File: src/rtl/axil_pkg.sv
// Shared AXI-Lite definitions: response codes, the read-responder state
// encoding and a saturating counter helper.
package axil_pkg;

    localparam logic [1:0] RESP_OKAY   = 2'b00;
    localparam logic [1:0] RESP_SLVERR = 2'b10;
    localparam logic [1:0] RESP_DECERR = 2'b11;

    typedef enum logic [1:0] {
        IDLE  = 2'd0,
        FETCH = 2'd1,
        LATCH = 2'd2,
        RESP  = 2'd3
    } r_resp_state_t;

    // Increment that sticks at all-ones instead of wrapping to zero.
    function automatic logic [15:0] sat_inc16(input logic [15:0] value);
        return (value == 16'hFFFF) ? value : value + 16'd1;
    endfunction

endpackage

File: src/rtl/axil_addr_decode.sv
// Byte-address decoder for a word-addressed register bank: yields the
// register index plus misaligned and out-of-range flags.
module axil_addr_decode #(
    parameter int ADDR_WIDTH = 8,
    parameter int NUM_REGS   = 16
) (
    input  logic [ADDR_WIDTH-1:0]       addr,
    output logic [$clog2(NUM_REGS)-1:0] index,
    output logic                        misaligned,
    output logic                        out_of_range
);

    localparam int WORD_W = ADDR_WIDTH - 2;

    logic [WORD_W-1:0] word_idx;

    // Split the byte address into word index and byte offset; the range
    // test uses one extra bit so NUM_REGS == 2^WORD_W stays representable.
    always_comb begin
        // NOTE: every always_comb output gets a value on every path before any
        // condition is evaluated, so no latch can be inferred.
        word_idx     = addr[ADDR_WIDTH-1:2];
        index        = word_idx[$clog2(NUM_REGS)-1:0];
        misaligned   = (addr[1:0] != 2'b00);
        out_of_range = ({1'b0, word_idx} >= (WORD_W+1)'(NUM_REGS));
    end

endmodule

File: src/rtl/axil_r_responder.sv
// AXI-Lite read responder: one outstanding read, fetched from a register
// file with a one-cycle read port, answered on the R channel with a
// response code and per-outcome saturating completion counters.
module axil_r_responder
    import axil_pkg::*;
#(
    parameter int ADDR_WIDTH = 8,
    parameter int NUM_REGS   = 16
) (
    input  logic                        clk,
    input  logic                        reset,
    input  logic [ADDR_WIDTH-1:0]       araddr,
    input  logic                        arvalid,
    output logic                        arready,
    output logic [31:0]                 rdata,
    output logic [1:0]                  rresp,
    output logic                        rvalid,
    input  logic                        rready,
    output logic                        reg_rd_en,
    output logic [$clog2(NUM_REGS)-1:0] reg_rd_addr,
    input  logic [31:0]                 reg_rd_data,
    output logic [15:0]                 rd_count,
    output logic [15:0]                 err_count
);

    localparam int IDX_W = $clog2(NUM_REGS);

    r_resp_state_t state, state_next;

    logic [IDX_W-1:0] dec_index;
    logic             dec_misaligned;
    logic             dec_out_of_range;
    logic             dec_error;

    axil_addr_decode #(
        .ADDR_WIDTH (ADDR_WIDTH),
        .NUM_REGS   (NUM_REGS)
    ) u_decode (
        .addr         (araddr),
        .index        (dec_index),
        .misaligned   (dec_misaligned),
        .out_of_range (dec_out_of_range)
    );

    assign dec_error = dec_misaligned || dec_out_of_range;

    // State register; reset is synchronous, so it takes effect on the next edge.
    always_ff @(posedge clk) begin
        // NOTE: sequential state uses non-blocking assignments so every flop
        // samples pre-edge values regardless of block evaluation order.
        if (reset) begin
            state <= IDLE;
        end else begin
            state <= state_next;
        end
    end

    // Next-state and handshake outputs; error addresses skip the fetch.
    always_comb begin
        state_next = state;
        arready    = 1'b0;
        rvalid     = 1'b0;
        reg_rd_en  = 1'b0;
        case (state)
            IDLE: begin
                arready = !reset;
                if (arvalid) begin
                    state_next = dec_error ? RESP : FETCH;
                end
            end
            FETCH: begin
                reg_rd_en  = 1'b1;
                state_next = LATCH;
            end
            LATCH: begin
                state_next = RESP;
            end
            RESP: begin
                rvalid = 1'b1;
                if (rready) begin
                    state_next = IDLE;
                end
            end
            default: begin
                state_next = IDLE;
            end
        endcase
    end

    // Response payload, captured index and completion counters.
    always_ff @(posedge clk) begin
        if (reset) begin
            reg_rd_addr <= '0;
            rdata       <= '0;
            rresp       <= RESP_OKAY;
            rd_count    <= '0;
            err_count   <= '0;
        end else begin
            if (state == IDLE && arvalid) begin
                reg_rd_addr <= dec_index;
                if (dec_misaligned) begin
                    rdata <= '0;
                    rresp <= RESP_SLVERR;
                end else if (dec_out_of_range) begin
                    rdata <= '0;
                    rresp <= RESP_DECERR;
                end
            end
            if (state == LATCH) begin
                rdata <= reg_rd_data;
                rresp <= RESP_OKAY;
            end
            if (state == RESP && rready) begin
                if (rresp == RESP_OKAY) begin
                    rd_count <= sat_inc16(rd_count);
                end else begin
                    err_count <= sat_inc16(err_count);
                end
            end
        end
    end

endmodule

File: config.mk
export PLATFORM = sky130hd
export DESIGN_NAME = axil_r_responder
export DESIGN_NICKNAME = d
export VERILOG_FILES = /design/src/rtl/axil_pkg.sv /design/src/rtl/axil_addr_decode.sv /design/src/rtl/axil_r_responder.sv
export SDC_FILE = /design/constraint.sdc
export NUM_CORES = 1
export LEC_CHECK = 0
export ABC_AREA = 1
export BUFFER_PORTS_ARGS = -buffer_cell sky130_fd_sc_hd__buf_2
export CAP_MARGIN = 0
export CORE_AREA = 2 2 91 93
export DETAILED_ROUTE_END_ITERATION = 12
export DIE_AREA = 0 0 93 95
export MAX_ROUTING_LAYER = met4
export PLACE_DENSITY = 0.75
export SYNTH_ARGS = -nofsm -noshare
export SYNTH_HDL_FRONTEND = slang
export SYNTH_SLANG_ARGS = --single-unit
File: constraint.sdc
create_clock -name clk -period 1.4 [get_ports clk]
set_input_delay 0.28 -clock clk [delete_from_list [all_inputs] [get_ports clk]]
set_output_delay 0.28 -clock clk [all_outputs]
set_load 0.005 [all_outputs]
==> flow_summary.json <==
{
  "place_area_sq_um": 4510,
  "fin_setup_tns_ns": -0.495,
  "synth-seq-area-share_pct": 41.5,
  "crit_path_end_kind": "flip-flop",
  "fin_area_sq_um": 5430,
  "crit_fanout": 5,
  "grt_pass1_vias": 3648,
  "syn_avg_cell_area_sq_um": 6.65,
  "fp.dieArea_sq_um": 8840,
  "worst_slack_ns": -0.0626,
  "endpoint": "err_count[0]$_SDFFE_PP0P_",
  "p_leak_nw": 2.54,
  "start_util_pct": 43.8,
  "num_io_pins": 117,
  "cts_root_buf": "clkbuf_8",
  "clock_sinks": 72,
  "die_y_microns": 95,
  "final.min_clock_period_ns": 1.46,
  "yosys_warnings": 0,
  "cts_buffers": 9,
  "synth.top_cell.area_share_pct": 41.5,
  "grt_usage_pct": 22.3,
  "finalMaxSlewViolations": 0,
  "yosys-top-cells-area": "dfxtp_1 (42%), nand2_1 (17%), nor2_1 (9.5%)",
  "synthCells": 522,
  "vias_per_cell": 4.94,
  "grt_max_degree": 33,
  "cpPeakStageDelay_ns": 0.36,
  "hold_depth": 3,
  "violations": "negative setup slack",
  "overflow": 0,
  "fin_skew_ns": 0.0120,
  "antenna_found_initial": 0,
  "vdd_drop_max_uv": 909,
  "die_x_microns": 93,
  "status": "finished, violations left",
  "startpoint_type": "flip-flop",
  "first_pass_iters": 4,
  "r2r-end": "err_count[0]$_SDFFE_PP0P_",
  "dp_hpwl_microns": 6630,
  "crit_start": "err_count[1]$_SDFFE_PP0P_",
  "core-area_sq_um": 7930,
  "rsz0062_at_grt": "true",
  "io_buffers": 116,
  "path_cells": "ha_4, nand2_4, nor2_4, nand2_2, buf_6, inv_8, nand2_8, nand3_4, nand2_2, nand2_1, nor2_1",
  "cp_common_cell": "nand2_2",
  "clkLatencyLatePin_ns": 0.35,
  "p_per_area_nw_per_um2": 1320,
  "fp-row-count": 33,
  "period_share_pct": 104,
  "first_iter_violations": 144,
  "nNetsFinal": 753,
  "drive_gt1_share_pct": 47.5,
  "wl_per_cell_microns": 13.3,
  "synth_top_area_cell": "dfxtp_1",
  "route.detailed.drc": 0,
  "hp-class": "in -> reg",
  "num_vias": 4011,
  "area_delta_synth_final_pct": 56.5,
  "synth_seq_cells": 72,
  "drv.max_cap_violation_count": 0,
  "slew_headroom_pct": 76.7,
  "grt_pass1_wl_microns": 15500,
  "n_antenna_cell": 0,
  "drt-total-wl_microns": 10800,
  "r2r_start": "err_count[1]$_SDFFE_PP0P_",
  "tightest_slew_ns": 0.348,
  "cp.required_ns": 1.63,
  "cts_hold_buf": 0,
  "worstPathArrival_ns": 1.69,
  "synth_cell_type_count": 22,
  "path_clk_slew_ns": 0.08,
  "clockBufferDepth": 2,
  "num-fill-cells": 652,
  "hold_viol_final": 0,
  "setup_viol": 16,
  "place.gp.congestion": 0.864,
  "r2r_slack_ns": -0.06,
  "path_class": "reg -> reg",
  "fmax_mhz": 684,
  "drtAntennaViolNets": 0,
  "htree_levels": 3,
  "cts_tree": "done",
  "syn_nets": 573,
  "reg2reg_depth": 11,
  "cp_slowest_cell": "dfxtp_2",
  "syn_area_sq_um": 3470
}
placed cells by master, fill, tap and decap left out, drive strengths merged:
| master | Yosys | final |
|---|---|---|
| buf | 9 | 184 |
| nand2 | 165 | 166 |
| nor2 | 98 | 98 |
| dfxtp | 72 | 72 |
| inv | 53 | 53 |
| nand3 | 45 | 46 |
| a21oi | 44 | 44 |
| clkbuf | 10 | 13 |
| o21ai | 7 | 7 |
| ha | 7 | 7 |
| xor2 | 4 | 4 |
| nor3 | 3 | 3 |
| clkinv | 0 | 3 |
| nand4 | 2 | 2 |
| o22ai | 1 | 1 |
| o21a | 1 | 1 |
| and2 | 1 | 1 |
| bufinv | 0 | 1 |
| clkinvlp | 0 | 1 |
sequential cells by signal, indices dropped and copies added (netlist names):
name,count
rdata,32
err_count,16
rd_count,16
reg_rd_addr,4
rresp,2
state,2
cells by family after synthesis:
| kind of cell | after synthesis | share of synthesized area (%) |
|---|---|---|
| XOR/XNOR | 4 | 1.01 |
| AO/OA/AOI/OAI | 53 | 7.75 |
| flip-flops | 72 | 41.5 |
| AND/OR/NAND/NOR | 314 | 38.5 |
| buffers and inverters | 72 | 8.69 |
| adder cells (fa/ha/maj) | 7 | 2.52 |
cells in the mapped netlist (all sizes together):
cell,count
nor3,3
and2,1
nand2,165
nor2,98
clkbuf,10
inv,53
o22ai,1
a21oi,44
buf,9
o21ai,7
xor2,4
o21a,1
dfxtp,72
nand4,2
nand3,45
ha,7
how the worst min path moves through the flow:
stage                                 startpoint                     endpoint  slack [ns]
after CTS                         reg_rd_data[7]        rdata[7]$_SDFFE_PP0P_        0.17
after global placement    rdata[30]$_SDFFE_PP0P_       rdata[30]$_SDFFE_PP0P_        0.44
after detailed placement  rdata[15]$_SDFFE_PP0P_       rdata[15]$_SDFFE_PP0P_        0.45
after global routing                   araddr[3]  reg_rd_addr[1]$_SDFFE_PP0P_        0.18
final                                  araddr[2]  reg_rd_addr[0]$_SDFFE_PP0P_        0.18
after floorplan                   reg_rd_data[0]        rdata[0]$_SDFFE_PP0P_        0.43
cell type report:
cell class	count	area [sq um]	share of cell area [%]
Inverter	53	206	3.80
Tap cell	105	131	2.42
Clock inverter	5	56.3	1.04
Clock buffer	11	141	2.60
Multi-Input combinational cell	380	2200	40.5
Sequential cell	72	1450	26.7
Timing Repair Buffer	186	1240	22.9
critical path: cells and delay by family, from the launching register on:
family	cells	cell delay, ns
adder cells (fa/ha/maj)	1	0.17
buffers and inverters	2	0.20
flip-flops	1	0.36
AND/OR/NAND/NOR	8	0.60
where the power goes:
part	switching [mW]	leakage, nW	internal, mW
Clock	0.789	0.0993	0.869
Combinational	1.55	1.85	1.46
Sequential	0.179	0.588	2.35
layer usage:
metal | vias to the layer above | track usage, % | wire [microns]
met4 | 0 | 8.46 | 291
met2 | 147 | 37.8 | 5460
met3 | 34 | 4.07 | 519
met1 | 1836 | 26.5 | 4520
li1 | 1994 | - | -
met5 | - | - | 0
repair_timing:
item                       in CTS  in global routing
setup endpoints to repair      67                 69
hold endpoints to repair        0                  0
pin swaps                       5                 20
gates cloned                    3                  2
buffers inserted                6                  7
gates resized for setup        35                111
metrics by stage:
step	utilization, %	instances	power (mW)	worst slack (ns)	hold slack (ns)
floorplan	-	522	3.65	0.00132	0.429
global placement	56.9	778	4.38	-0.316	0.444
detailed placement	56.9	778	4.43	-0.401	0.449
CTS	62.2	803	6.48	-0.0299	0.168
global route	68.5	812	7.61	-0.125	0.179
finish	68.5	812	7.20	-0.0626	0.181
Power figures use the tool's default switching activity.
